### config.mk
export PLATFORM = sky130hd
export DESIGN_NAME = pt_write_buffer_flat
export DESIGN_NICKNAME = d
export VERILOG_FILES = /design/src/rtl/pt_write_buffer_if.sv /design/src/rtl/pt_write_buffer.sv /design/src/flat_wrapper.sv
export SDC_FILE = /design/constraint.sdc
export NUM_CORES = 1
export LEC_CHECK = 0
export CORE_MARGIN = 3
export CORE_UTILIZATION = 55
export DETAILED_ROUTE_END_ITERATION = 7
export PLACE_DENSITY = 0.73
export REMOVE_ABC_BUFFERS = 1
export SLEW_MARGIN = 10
export SYNTH_ARGS = -nofsm -noshare
export SYNTH_HDL_FRONTEND = slang
export SYNTH_SLANG_ARGS = --single-unit
### constraint.sdc
create_clock -name clk -period 9.1 [get_ports clk]
set_clock_uncertainty 0.2 [all_clocks]
set_input_delay 1.82 -clock clk [delete_from_list [all_inputs] [get_ports clk]]
set_output_delay 1.82 -clock clk [all_outputs]
set_load 0.1 [all_outputs]
### src/rtl/pt_write_buffer_if.sv
// pt_write_buffer_if
//   Bundles the transform-side write port, the ptflag back-pressure line,
//   the arbiter grant and the ZBT write port of pt_write_buffer.
//
//   Handshake: the transform may pulse pt_wr for one cycle per write. It
//   should stop issuing writes when it sees ptflag=0. It reacts one cycle
//   late, and the buffer has room for that. The arbiter raises mem_grant
//   for a write slot. One cycle after a grant that finds data buffered,
//   mem_we pulses for one cycle with mem_addr/mem_data valid. There is no
//   ready back to the block: every mem_we is taken by the memory.
//
//   Modports:
//     master - environment side (transform + arbiter + memory)
//     slave  - the write buffer itself
interface pt_write_buffer_if;
  logic [17:0] pt_pixel_write;
  logic [9:0]  pt_x;
  logic [8:0]  pt_y;
  logic        pt_wr;
  logic        ptflag;
  logic        mem_grant;
  logic [18:0] mem_addr;
  logic [17:0] mem_data;
  logic        mem_we;
  logic        overflow;
  logic        idle;

  modport master (
    output pt_pixel_write, pt_x, pt_y, pt_wr, mem_grant,
    input  ptflag, mem_addr, mem_data, mem_we, overflow, idle
  );

  modport slave (
    input  pt_pixel_write, pt_x, pt_y, pt_wr, mem_grant,
    output ptflag, mem_addr, mem_data, mem_we, overflow, idle
  );
endinterface

### src/rtl/pt_write_buffer.sv
// pt_write_buffer
//   This block takes pixel writes from the projective transform and drops
//   any whose coordinates are off-screen. For the rest, it turns (x, y) into
//   a linear ZBT address and queues {addr, pixel} in a FIFO. It drains the
//   FIFO one entry per arbiter write grant, and it drives ptflag
//   back-pressure to the transform.
//
// Ports:
//   clk, reset  - system clock, synchronous active-high reset
//   bus (slave) - pt_pixel_write/pt_x/pt_y/pt_wr in, ptflag out,
//                 mem_grant in, mem_addr/mem_data/mem_we out,
//                 overflow (sticky lost-write flag) out, idle out
//   drop_count  - (PT_WRITE_BUFFER_STATS_EN only) off-screen writes seen,
//                 saturating
//   write_count - (PT_WRITE_BUFFER_STATS_EN only) mem_we pulses issued,
//                 saturating
//
// Optional feature macro: PT_WRITE_BUFFER_STATS_EN
module pt_write_buffer #(
  parameter int DEPTH_LOG2 = 4,
  parameter int H_RES      = 640,
  parameter int V_RES      = 480
) (
  input  logic               clk,
  input  logic               reset,
  pt_write_buffer_if.slave   bus
`ifdef PT_WRITE_BUFFER_STATS_EN
  ,
  output logic [15:0]        drop_count,
  output logic [19:0]        write_count
`endif
);

  localparam int DEPTH = 1 << DEPTH_LOG2;
  localparam int CW    = DEPTH_LOG2 + 1;  // FIFO count, 0..DEPTH
  localparam int UW    = DEPTH_LOG2 + 2;  // used, 0..DEPTH+1
  localparam logic [9:0] H_LIM = 10'(H_RES);
  localparam logic [8:0] V_LIM = 9'(V_RES);

  // Accept: range filter and address generation on the sampled strobe
  logic        in_range;
  logic        accept;
  logic [18:0] addr_calc;
  logic [18:0] y_ext;
  logic [18:0] x_ext;

  assign in_range = (bus.pt_x < H_LIM) && (bus.pt_y < V_LIM);
  assign accept   = bus.pt_wr && in_range;
  assign y_ext    = {10'b0, bus.pt_y};
  assign x_ext    = {9'b0, bus.pt_x};

  generate
    if (H_RES == 640) begin : g_addr_640
      // y*640 = y*512 + y*128
      assign addr_calc = (y_ext << 9) + (y_ext << 7) + x_ext;
    end else begin : g_addr_mul
      assign addr_calc = y_ext * 19'(H_RES) + x_ext;
    end
  endgenerate

  // Address stage register: one write in flight ahead of the FIFO push
  logic        s2_valid;
  logic [36:0] s2_entry;

  always_ff @(posedge clk) begin
    if (reset) begin
      s2_valid <= 1'b0;
      s2_entry <= '0;
    end else begin
      s2_valid <= accept;
      if (accept) s2_entry <= {addr_calc, bus.pt_pixel_write};
    end
  end

  // FIFO
  logic [36:0]           fifo_mem [DEPTH];
  logic [DEPTH_LOG2-1:0] wr_ptr;
  logic [DEPTH_LOG2-1:0] rd_ptr;
  logic [CW-1:0]         count;
  logic [CW-1:0]         count_next;
  logic                  full;
  logic                  empty;
  logic                  pop;
  logic                  push;
  logic                  lost;

  assign full  = (count == CW'(DEPTH));
  assign empty = (count == '0);
  assign pop   = bus.mem_grant && !empty;
  // When full, a pop in the same cycle frees the slot the push needs.
  assign push  = s2_valid && (!full || pop);
  assign lost  = s2_valid && full && !pop;

  always_comb begin
    count_next = count;
    if (push && !pop)      count_next = count + 1'b1;
    else if (pop && !push) count_next = count - 1'b1;
  end

  always_ff @(posedge clk) begin
    if (push) fifo_mem[wr_ptr] <= s2_entry;
  end

  always_ff @(posedge clk) begin
    if (reset) begin
      wr_ptr <= '0;
      rd_ptr <= '0;
      count  <= '0;
    end else begin
      if (push) wr_ptr <= wr_ptr + 1'b1;
      if (pop)  rd_ptr <= rd_ptr + 1'b1;
      count <= count_next;
    end
  end

  // Occupancy, back-pressure and the sticky lost-write flag
  logic [UW-1:0] used;
  logic          overflow_q;

  always_ff @(posedge clk) begin
    if (reset) begin
      used       <= '0;
      overflow_q <= 1'b0;
    end else begin
      used <= UW'(count_next) + UW'(accept);
      if (lost) overflow_q <= 1'b1;
    end
  end

  // Two free slots remain when ptflag drops. That covers the write already
  // issued and the one the transform sends before it sees the flag.
  assign bus.ptflag   = (used <= UW'(DEPTH - 3));
  assign bus.overflow = overflow_q;

  // Drain: a grant pops this cycle and the write appears on the next cycle
  logic        mem_we_q;
  logic [18:0] mem_addr_q;
  logic [17:0] mem_data_q;

  always_ff @(posedge clk) begin
    if (reset) begin
      mem_we_q   <= 1'b0;
      mem_addr_q <= '0;
      mem_data_q <= '0;
    end else begin
      mem_we_q <= pop;
      if (pop) {mem_addr_q, mem_data_q} <= fifo_mem[rd_ptr];
    end
  end

  assign bus.mem_we   = mem_we_q;
  assign bus.mem_addr = mem_addr_q;
  assign bus.mem_data = mem_data_q;
  assign bus.idle     = (used == '0) && !mem_we_q;

`ifdef PT_WRITE_BUFFER_STATS_EN
  always_ff @(posedge clk) begin
    if (reset) begin
      drop_count  <= '0;
      write_count <= '0;
    end else begin
      if (bus.pt_wr && !in_range && (drop_count != '1))
        drop_count <= drop_count + 1'b1;
      if (mem_we_q && (write_count != '1))
        write_count <= write_count + 1'b1;
    end
  end
`endif

endmodule

### src/flat_wrapper.sv
// flat-port wrapper written by rule: the top's interface ports become plain ports
module pt_write_buffer_flat 
#(
  parameter int DEPTH_LOG2 = 4,
  parameter int H_RES      = 640,
  parameter int V_RES      = 480
)
  (clk, reset, bus_pt_pixel_write, bus_pt_x, bus_pt_y, bus_pt_wr, bus_mem_grant, bus_ptflag, bus_mem_addr, bus_mem_data, bus_mem_we, bus_overflow, bus_idle);
  pt_write_buffer_if bus_i ();
  input  logic clk;
  input  logic reset;
  input wire logic [$bits(bus_i.pt_pixel_write)-1:0] bus_pt_pixel_write;
  input wire logic [$bits(bus_i.pt_x)-1:0] bus_pt_x;
  input wire logic [$bits(bus_i.pt_y)-1:0] bus_pt_y;
  input wire logic [$bits(bus_i.pt_wr)-1:0] bus_pt_wr;
  input wire logic [$bits(bus_i.mem_grant)-1:0] bus_mem_grant;
  output wire logic [$bits(bus_i.ptflag)-1:0] bus_ptflag;
  output wire logic [$bits(bus_i.mem_addr)-1:0] bus_mem_addr;
  output wire logic [$bits(bus_i.mem_data)-1:0] bus_mem_data;
  output wire logic [$bits(bus_i.mem_we)-1:0] bus_mem_we;
  output wire logic [$bits(bus_i.overflow)-1:0] bus_overflow;
  output wire logic [$bits(bus_i.idle)-1:0] bus_idle;
  assign bus_i.pt_pixel_write = bus_pt_pixel_write;
  assign bus_i.pt_x = bus_pt_x;
  assign bus_i.pt_y = bus_pt_y;
  assign bus_i.pt_wr = bus_pt_wr;
  assign bus_i.mem_grant = bus_mem_grant;
  assign bus_ptflag = bus_i.ptflag;
  assign bus_mem_addr = bus_i.mem_addr;
  assign bus_mem_data = bus_i.mem_data;
  assign bus_mem_we = bus_i.mem_we;
  assign bus_overflow = bus_i.overflow;
  assign bus_idle = bus_i.idle;
  pt_write_buffer #(.DEPTH_LOG2(DEPTH_LOG2), .H_RES(H_RES), .V_RES(V_RES)) u_core (.clk(clk), .reset(reset), .bus(bus_i));
endmodule
==> results of run 1 <==
==> layer usage <==
metal	up-vias	part of all wire (%)	track usage, %
li1	5470	-	-
met5	-	0	0
met4	0	2.1	6.52
met3	71	6.4	4.15
met2	416	50	36.0
met1	6634	42	30.2
==> final cells by class <==
cell class                      instances  area, µm²  area share [%]
Timing Repair Buffer                  105        998            3.31
Inverter                               20       75.1           0.249
Multi-Input combinational cell        506       6340            21.1
Clock buffer                           88       1920            6.38
Tap cell                              607        759            2.52
Clock inverter                         35        315            1.05
Sequential cell                       688      19700            65.4
==> through the flow <==
stage | power, µW | area (µm²) | cells
2_1_floorplan | 5090 | 26000 | 1214
5_1_grt | 8300 | 30100 | 2049
3_3_place_gp | 5290 | 27900 | 1926
3_5_place_dp | 5310 | 27900 | 1926
4_1_cts | 8090 | 30100 | 2049
6_report | 8000 | 30100 | 2049
==> path summary, 6_finish.rpt <==
kind | endpoint | from | slack [ns] | depth (start not counted)
setup / recovery | bus_idle | u_core.used[2] | 4.29 | 3
hold / removal | u_core.bus.mem_data[6] | u_core.bus.mem_data[6] | 0.28 | 1
setup reg to reg | u_core.bus.mem_addr[17] | u_core.rd_ptr[1] | 5.14 | 5
hold reg to reg | u_core.bus.mem_data[6] | u_core.bus.mem_data[6] | 0.28 | 1
==> cell families after synthesis <==
logic type	share of synthesized area [%]
buffers and inverters	1.39
xor gates and xnor gates	0.433
muxes	15.9
and+or+nand+nor	2.74
AOI/OAI and AO/OA	3.19
adders and majority gates	1.34
DFF	75.0
==> flip-flops by register name, indices dropped and copies added, names as in the netlist <==
register / count
u_core.bus.overflow: 1
u_core.bus.mem_addr: 19
u_core.s2_entry: 37
u_core.fifo_mem: 592
u_core.wr_ptr: 4
u_core.s2_valid: 1
u_core.rd_ptr: 4
u_core.bus.mem_data: 18
u_core.used: 6
u_core.bus.mem_we: 1
u_core.count: 5
==> Yosys cell counts (7+ instances only) <==
library cell	count
a21oi_1	45
a22o_1	37
buf_1	7
buf_2	13
clkbuf_1	48
dfxtp_1	96
edfxtp_1	592
ha_1	25
inv_1	19
mux4_2	185
nand2_1	78
nor2_1	36
nor2b_1	9
nor3_1	7
o21ai_0	9
xnor2_1	8
==> report_power, final <==
| part | leakage, µW | total [µW] | internal, µW | switching, µW |
|---|---|---|---|---|
| Combinational | 0.00226 | 1560 | 695 | 862 |
| Sequential | 0.00627 | 3670 | 3510 | 154 |
| Clock | 0.00110 | 2780 | 1660 | 1120 |
==> flow_summary_export.csv, run 1 <==
group,metric,value,unit
clocking,worstSkewPairLatency,0.59,ns
critical_path,cp_data_arrival_time,2.79,ns
timing,hold_slack,0.275,ns
power_and_ir_drop,leakage,0.00963,µW
layout,post_route_cells_drive_above_1_share,23.6,%
timing,layout_min_cycle_time,4.81,ns
placement,place.port_buffers,81,
floorplan,ios,82,
clocking,post-cts-setup-buffers,0,
timing,final_min_period_over_clock_period,52.9,%
global_routing,grt_pass1_wl,81500,µm
worst_hold_path,hold_path_class,"reg2reg",
placement,place_hpwl,27800,µm
outcome,outcome,"finished, final reports clean",
floorplan,die_h,225,µm
logic_synthesis,yosys_register_bits,688,
layout,final_net_count,1458,
floorplan,initial_cell_density_of_the_core,56.1,%
timing,rsz0062_at_grt,"false",
timing,final-setup-viol-count,0,
layout,areaGrowthSynthToFinish,14.6,%
timing,tightestPinTransition,1.07,ns
logic_synthesis,synth_edf_count,592,
floorplan,die_w,225,µm
layout,final_util,64.3,%
timing,postLayoutSetupSlackWorst,4.29,ns
clocking,path_clk_slew,0.06,ns
logic_synthesis,syn_inst,1284,
layout,layout.cells.most_common,"edfxtp_1",
routing,route.detailed.wl_per_inst,25.7,µm
clocking,tritoncts,"done",
logic_synthesis,synth.largest_area_cell,"edfxtp_1",
timing,finalSetupTns,0,ns
logic_synthesis,synthesis.area_per_instance,20.5,µm²
routing,dr_total_vias,12591,
global_routing,groute.usage.overall,21.8,%
critical_path,worst-path-max-fanout,2,
logic_synthesis,synth_area_leaders,"edfxtp_1 68%, mux4_2 16%, dfxtp_1 7.3%, a22o_1 1.2%, ha_1 1.2%",
critical_path,cell_type_of_the_slowest_stage_on_the_worst_timing_path,"clkdlybuf4s50_1",
floorplan,core.rowCount,79,
clocking,cts_htree_levels,3,
critical_path,cp-end-kind,"output port",
global_routing,largest_net_degree_at_the_start_of_global_routing,112,
critical_path,path_delay_family,"buffers and inverters",
floorplan,core_area,0.0469,mm²
routing,drt-initial-drc-count,1195,
global_routing,via_count_of_the_first_global_routing_pass,13243,
clocking,cts.hold.buffers_added,0,
clocking,clk_root_buffer_cell,"clkbuf_16",
critical_path,cp.required,7.08,ns
timing,hold_violations,0,
routing,drtPass1Iterations,5,
logic_synthesis,synth_area,0.0263,mm²
power_and_ir_drop,power_density,266,mW/mm²
timing,final_max_slew_viol_count,0,
logic_synthesis,synth_warnings,0,
clocking,clock_sink_count,688,
routing,drt_drc_violations_left,0,
routing,avgViaCountPerCell,6.14,
logic_synthesis,yosysTopAreaCellShare,67.6,%
clocking,cts_repair_resized_insts,0,
flow_run,drv_cap,0,
global_routing,grt_remaining_overflow,0,
critical_path,cp_cell_sequence,"or4_1, nor4_1, clkdlybuf4s50_1",
critical_path,slowest_delay,1.19,ns
critical_path,timing.critical_path.from_type,"register",
critical_path,path_class,"reg2out",
logic_synthesis,yosysSeqAreaShare,75.0,%
clocking,tritoncts.num_buffers,69,
timing,worst_slew_margin_rel,28.8,%
clocking,max-clock-path-buffers,3,
logic_synthesis,synth_top_flop_cell,"edfxtp_1",
timing,maxClockFrequency,0.208,GHz
layout,layout_common_cells,"592 x edfxtp_1, 185 x mux4_2, 92 x dfxtp_1",
layout,insertedDiodeCount,0,
placement,dpl_worst_slack,3.81,ns
critical_path,cp.buffers_inverters,1,
logic_synthesis,yosys.cell_types.count,52,
global_routing,antenna_found_initial,0,
layout,num-fill-cells,3154,
routing,drt.antenna.violating_nets,0,
routing,routed_wl,52700,µm
power_and_ir_drop,vdd_ir_drop_max,354,µV
logic_synthesis,postSynth.asyncResetShare,0,%
floorplan,die-area,0.0504,mm²
placement,globalplace.congestion,0.763,
(Power assumes the default switching activity.)
==> run 2: changes to the inputs <==
PLACE_DENSITY = 0.75   (was 0.73)
clock period = 4 ns   (was 9.1 ns; I/O delays follow)
==> flow_summary_export.csv, run 2 (synthesis results as in run 1) <==
group,metric,value,unit
critical_path,cell_type_of_the_slowest_stage_on_the_worst_timing_path,"or3b_1",
layout,insertedDiodeCount,0,
global_routing,grt_pass1_wl,84600,µm
layout,finish.instance_area,0.0303,mm²
floorplan,die_h,225,µm
global_routing,groute.usage.overall,22.9,%
layout,post_route_cells_drive_above_1_share,24.5,%
critical_path,cp-end-kind,"register",
clocking,cts_repair_resized_insts,0,
layout,layout_common_cells,"592 x edfxtp_1, 185 x mux4_2, 92 x dfxtp_1",
timing,final_min_period_over_clock_period,82.7,%
timing,final_max_slew_viol_count,0,
routing,met3_length,3840,µm
critical_path,worst-path-max-fanout,9,
routing,drtPass1Iterations,5,
layout,areaGrowthSynthToFinish,15.3,%
routing,avgViaCountPerCell,6.25,
flow_run,drv_cap,0,
timing,maxClockFrequency,0.302,GHz
placement,place.port_buffers,81,
clocking,cts_htree_levels,3,
routing,drt_drc_violations_left,0,
clocking,tritoncts,"done",
global_routing,largest_net_degree_at_the_start_of_global_routing,52,
layout,regMostFlops,"u_core.fifo_mem",
critical_path,slowest_delay,0.52,ns
routing,routed_wl,56100,µm
routing,drt.antenna.violating_nets,0,
placement,place_hpwl,30200,µm
timing,hold_slack,0.279,ns
timing,layout_min_cycle_time,3.31,ns
floorplan,die-area,0.0504,mm²
placement,placed_cell_area,0.0282,mm²
floorplan,ios,82,
placement,globalplace.congestion,0.782,
critical_path,worst_reg2reg_path_endpoint,"u_core.used[4]",
critical_path,cp.buffers_inverters,2,
floorplan,core.rowCount,79,
critical_path,worst-r2r-cell-count,11,
power_and_ir_drop,leakage,0.00973,µW
critical_path,cp.required,4.26,ns
worst_hold_path,hold_path_class,"reg2reg",
routing,highest_layer,"met4",
clocking,clock_sink_count,688,
layout,number_of_flip_flops_under_the_largest_register_name,592,
clocking,cts.hold.buffers_added,0,
routing,met2_wire_length,28400,µm
timing,rsz0062_at_grt,"false",
worst_hold_path,worst_hold_path_cell_count,1,
timing,final-setup-viol-count,0,
clocking,max-clock-path-buffers,3,
global_routing,antenna_found_initial,0,
power_and_ir_drop,power_density,594,mW/mm²
global_routing,via_count_of_the_first_global_routing_pass,13593,
routing,dr_total_vias,12918,
worst_hold_path,worst_hold_startpoint,"u_core.bus.mem_addr[17]",
timing,hold_violations,0,
clocking,post-cts-setup-buffers,0,
critical_path,path_class,"reg2reg",
power_and_ir_drop,vdd_ir_drop_max,318,µV
routing,detail_route.wirelength.met1,22300,µm
layout,final_net_count,1479,
clocking,worstSkewPairLatency,0.58,ns
clocking,tritoncts.num_buffers,67,
floorplan,core_area,0.0469,mm²
global_routing,grt_remaining_overflow,0,
layout,layout.cells.most_common,"edfxtp_1",
routing,drt-initial-drc-count,1240,
timing,tightestPinTransition,1.01,ns
routing,route.detailed.wl_per_inst,27.1,µm
floorplan,die_w,225,µm
critical_path,reg2reg_slack,0.69,ns
layout,num-fill-cells,3122,
timing,worst_slew_margin_rel,32.6,%
floorplan,initial_cell_density_of_the_core,56.1,%
worst_hold_path,holdPathEnd,"u_core.bus.mem_addr[17]",
outcome,outcome,"finished, final reports clean",
critical_path,cp_cell_sequence,"inv_1, ha_1, or3b_1, o21ai_1, o21ai_0, xnor2_1, ha_1, inv_1, a2111oi_4, nand2_2, mux2_4",
critical_path,r2r-start,"u_core.count[0]",
critical_path,path_delay_family,"compound AO/OA/AOI/OAI gates",
clocking,path_clk_slew,0.06,ns
critical_path,timing.critical_path.from_type,"register",
critical_path,cp_data_arrival_time,3.57,ns
clocking,clk_root_buffer_cell,"clkbuf_16",
run 2: changes by cell type in the layout (fill, tap and decap cells not counted), sizes merged:
cell	delta
buf	+25
clkinv	-6
clkbuf	+5
bufinv	-2
clkdlybuf4s50	-2
clkinvlp	-2
run 2: power breakdown:
part / switching, µW / total, µW / internal [µW]
clock network: 2520 / 6070 / 3560
registers: 292 / 8280 / 7990
logic: 2010 / 3660 / 1650
run 2: area by class of cell:
type                            count  area [µm²]  area share, %
Sequential cell                   688       19700           65.0
Multi-Input combinational cell    506        6340           20.9
Clock buffer                       93        1890           6.23
Timing Repair Buffer              128        1320           4.34
Tap cell                          607         759           2.51
Clock inverter                     25         219          0.722
Inverter                           20        75.1          0.248
run 2: stage by stage:
step	std cells	power, µW	setup TNS [ns]	setup slack [ns]	util [%]
3_3_place_gp	1949	12100	0	0.364	60.2
2_1_floorplan	1214	11000	-242.94	-3.83	-
4_1_cts	2067	18200	0	0.716	64.7
6_report	2067	18000	0	0.691	64.7
3_5_place_dp	1949	12100	0	0.339	60.2
5_1_grt	2067	18700	0	0.519	64.7
run 2: routing by layer:
metal	vias to the layer above	track usage [%]
met1	6786	31.2
met3	108	4.44
met4	0	8.12
li1	5523	-
met5	-	0
met2	501	37.8
run 2: worst reg2reg max path, stage by stage, from the launching register on:
cell and delay, ns:
dfxtp_1 0.33, inv_1 0.11, ha_1 0.22, or3b_1 0.52
o21ai_1 0.47, o21ai_0 0.20, xnor2_1 0.21, ha_1 0.17
inv_1 0.07, a2111oi_4 0.31, nand2_2 0.09, mux2_4 0.30
run 2: how the worst max path moves through the flow:
stage	cells past startpoint	start	endpoint	slack, ns
final	11	u_core.count[0]	u_core.used[4]	0.69
after detailed placement	11	bus_pt_y[0]	u_core.s2_entry[35]	0.34
after global routing	11	u_core.count[0]	u_core.used[4]	0.52
after global placement	11	bus_pt_y[0]	u_core.s2_entry[35]	0.36
after floorplan	3	u_core.rd_ptr[0]	u_core.bus.mem_addr[17]	-3.83
after CTS	11	u_core.count[0]	u_core.used[4]	0.72
==> run 3: changes to the inputs <==
PLACE_DENSITY = 0.73   (was 0.75)
clock period = 3.35 ns   (was 4 ns; I/O delays follow)
==> flow_summary_export.csv, run 3 (synthesis results as in run 1) <==
group,metric,value,unit
floorplan,ios,82,
layout,layout.cells.most_common,"edfxtp_1",
floorplan,die-area,0.0504,mm²
clocking,cts.hold.buffers_added,0,
routing,drt.antenna.violating_nets,0,
layout,areaGrowthSynthToFinish,16.9,%
placement,place_hpwl,31100,µm
floorplan,core_area,0.0469,mm²
layout,layout_common_cells,"592 x edfxtp_1, 185 x mux4_2, 92 x dfxtp_1",
global_routing,grt_pass1_wl,84000,µm
power_and_ir_drop,power_density,709,mW/mm²
global_routing,groute.usage.overall,22.9,%
clocking,cts_repair_resized_insts,0,
power_and_ir_drop,report.power.total,21800,µW
routing,route.detailed.wl_per_inst,26.8,µm
clocking,tritoncts.num_buffers,68,
critical_path,cp.required,3.61,ns
layout,post_route_cells_drive_above_1_share,28.8,%
routing,avgViaCountPerCell,6.17,
placement,place.port_buffers,81,
critical_path,cp_data_arrival_time,3.32,ns
layout,insertedDiodeCount,0,
timing,final_min_period_over_clock_period,91.4,%
clocking,path_clk_slew,0.06,ns
clocking,tritoncts,"done",
placement,dpl.cell_count,1970,
layout,regMostFlops,"u_core.fifo_mem",
placement,globalplace.congestion,0.787,
timing,hold_violations,0,
critical_path,cp_cell_sequence,"inv_1, ha_1, or3b_1, o21a_1, nand2_1, o21ai_0, xnor2_1, ha_1, inv_1, a2111oi_4, nand2_2, mux2_4",
critical_path,cp-end-kind,"register",
global_routing,largest_net_degree_at_the_start_of_global_routing,61,
floorplan,die_h,225,µm
layout,number_of_standard_cells_in_the_layout_taps_in_and_fillers_out,2092,
critical_path,slowest_delay,0.52,ns
power_and_ir_drop,leakage,0.0100,µW
global_routing,antenna_found_initial,0,
timing,worst_slew_margin_rel,52.3,%
critical_path,path_class,"reg2reg",
clocking,post-cts-setup-buffers,0,
worst_hold_path,hold_path_class,"reg2reg",
layout,number_of_flip_flops_under_the_largest_register_name,592,
clocking,clock_sink_count,688,
power_and_ir_drop,vdd_ir_drop_max,617,µV
critical_path,worst-path-max-fanout,9,
floorplan,die_w,225,µm
timing,rsz0062_at_grt,"false",
global_routing,via_count_of_the_first_global_routing_pass,13380,
floorplan,initial_cell_density_of_the_core,56.1,%
timing,tightestPinTransition,0.716,ns
flow_run,drv_cap,0,
critical_path,timing.critical_path.from_type,"register",
clocking,worstSkewPairLatency,0.58,ns
routing,drt_drc_violations_left,0,
routing,routed_wl,56000,µm
routing,dr_total_vias,12908,
timing,maxClockFrequency,0.326,GHz
critical_path,cell_type_of_the_slowest_stage_on_the_worst_timing_path,"or3b_1",
clocking,cts_htree_levels,3,
critical_path,cp.buffers_inverters,2,
critical_path,path_delay_family,"simple AND/OR/NAND/NOR gates",
global_routing,grt_remaining_overflow,0,
routing,drtPass1Iterations,5,
timing,final-setup-viol-count,0,
routing,drt-initial-drc-count,1511,
layout,final_net_count,1501,
timing,final_max_slew_viol_count,0,
clocking,clk_root_buffer_cell,"clkbuf_16",
outcome,outcome,"finished, final reports clean",
floorplan,core.rowCount,79,
timing,layout_min_cycle_time,3.06,ns
clocking,max-clock-path-buffers,3,
run 3: cell types whose count changed in the layout (fill, tap and decap cells not counted):
cell / previous run / this run
bufinv_16: 4 / 5
clkbuf_8: 3 / 7
clkdlybuf4s50_1: 78 / 39
clkinv_2: 12 / 14
clkbuf_1: 19 / 15
clkinv_4: 0 / 1
buf_4: 36 / 75
clkinv_1: 8 / 6
buf_12: 13 / 34
clkinvlp_4: 0 / 2
run 3: cell type report:
class	instances	area, µm²
clock buffers	93	1930
clock inverters	29	275
fillers	3049	16100
inverters	20	75.1
multi-input cells	506	6340
flip-flops and latches	688	19700
well taps	607	759
repair buffers	149	1640
run 3: power breakdown:
part           switching (µW)  internal [µW]  leakage [µW]  total [µW]
Clock                    3030           4420       0.00109        7450
Sequential                280           9540       0.00627        9820
Combinational            2490           2040       0.00266        4530
run 3: final timing paths:
path / from / end / slack (ns) / cells after the start
worst max-delay path: u_core.count[0] / u_core.used[4] / 0.29 / 12
worst min-delay path: u_core.bus.mem_addr[0] / u_core.bus.mem_addr[0] / 0.28 / 1
worst max register to register: u_core.count[0] / u_core.used[4] / 0.29 / 12
worst min register to register: u_core.bus.mem_addr[0] / u_core.bus.mem_addr[0] / 0.28 / 1
run 3: stage by stage:
stage,hold slack (ns),util (%),setup TNS (ns),setup WS (ns),cell area (µm²)
after floorplan,0.354,-,-475.38,-4.48,26000
after global placement,0.262,60.9,-0.161,-0.0971,28500
final,0.279,65.6,0,0.287,30700
after global routing,0.297,65.6,0,0.108,30700
after detailed placement,0.266,60.9,-0.174,-0.0830,28500
after CTS,0.283,65.6,0,0.285,30700
run 3: layer usage:
metal	wire (µm)	track usage, %
met3	3930	4.48
met5	0	0
met4	1450	6.42
met2	28100	37.6
met1	22500	32.2
run 3: worst reg2reg max path: cells and delay by family (launching register included):
family          cells  cell delay, ns
flops               1            0.32
xor+xnor            1            0.20
fa+ha+maj           2            0.39
buf+inv             2            0.19
mux                 1            0.30
simple gates        3            0.67
compound gates      3            0.67
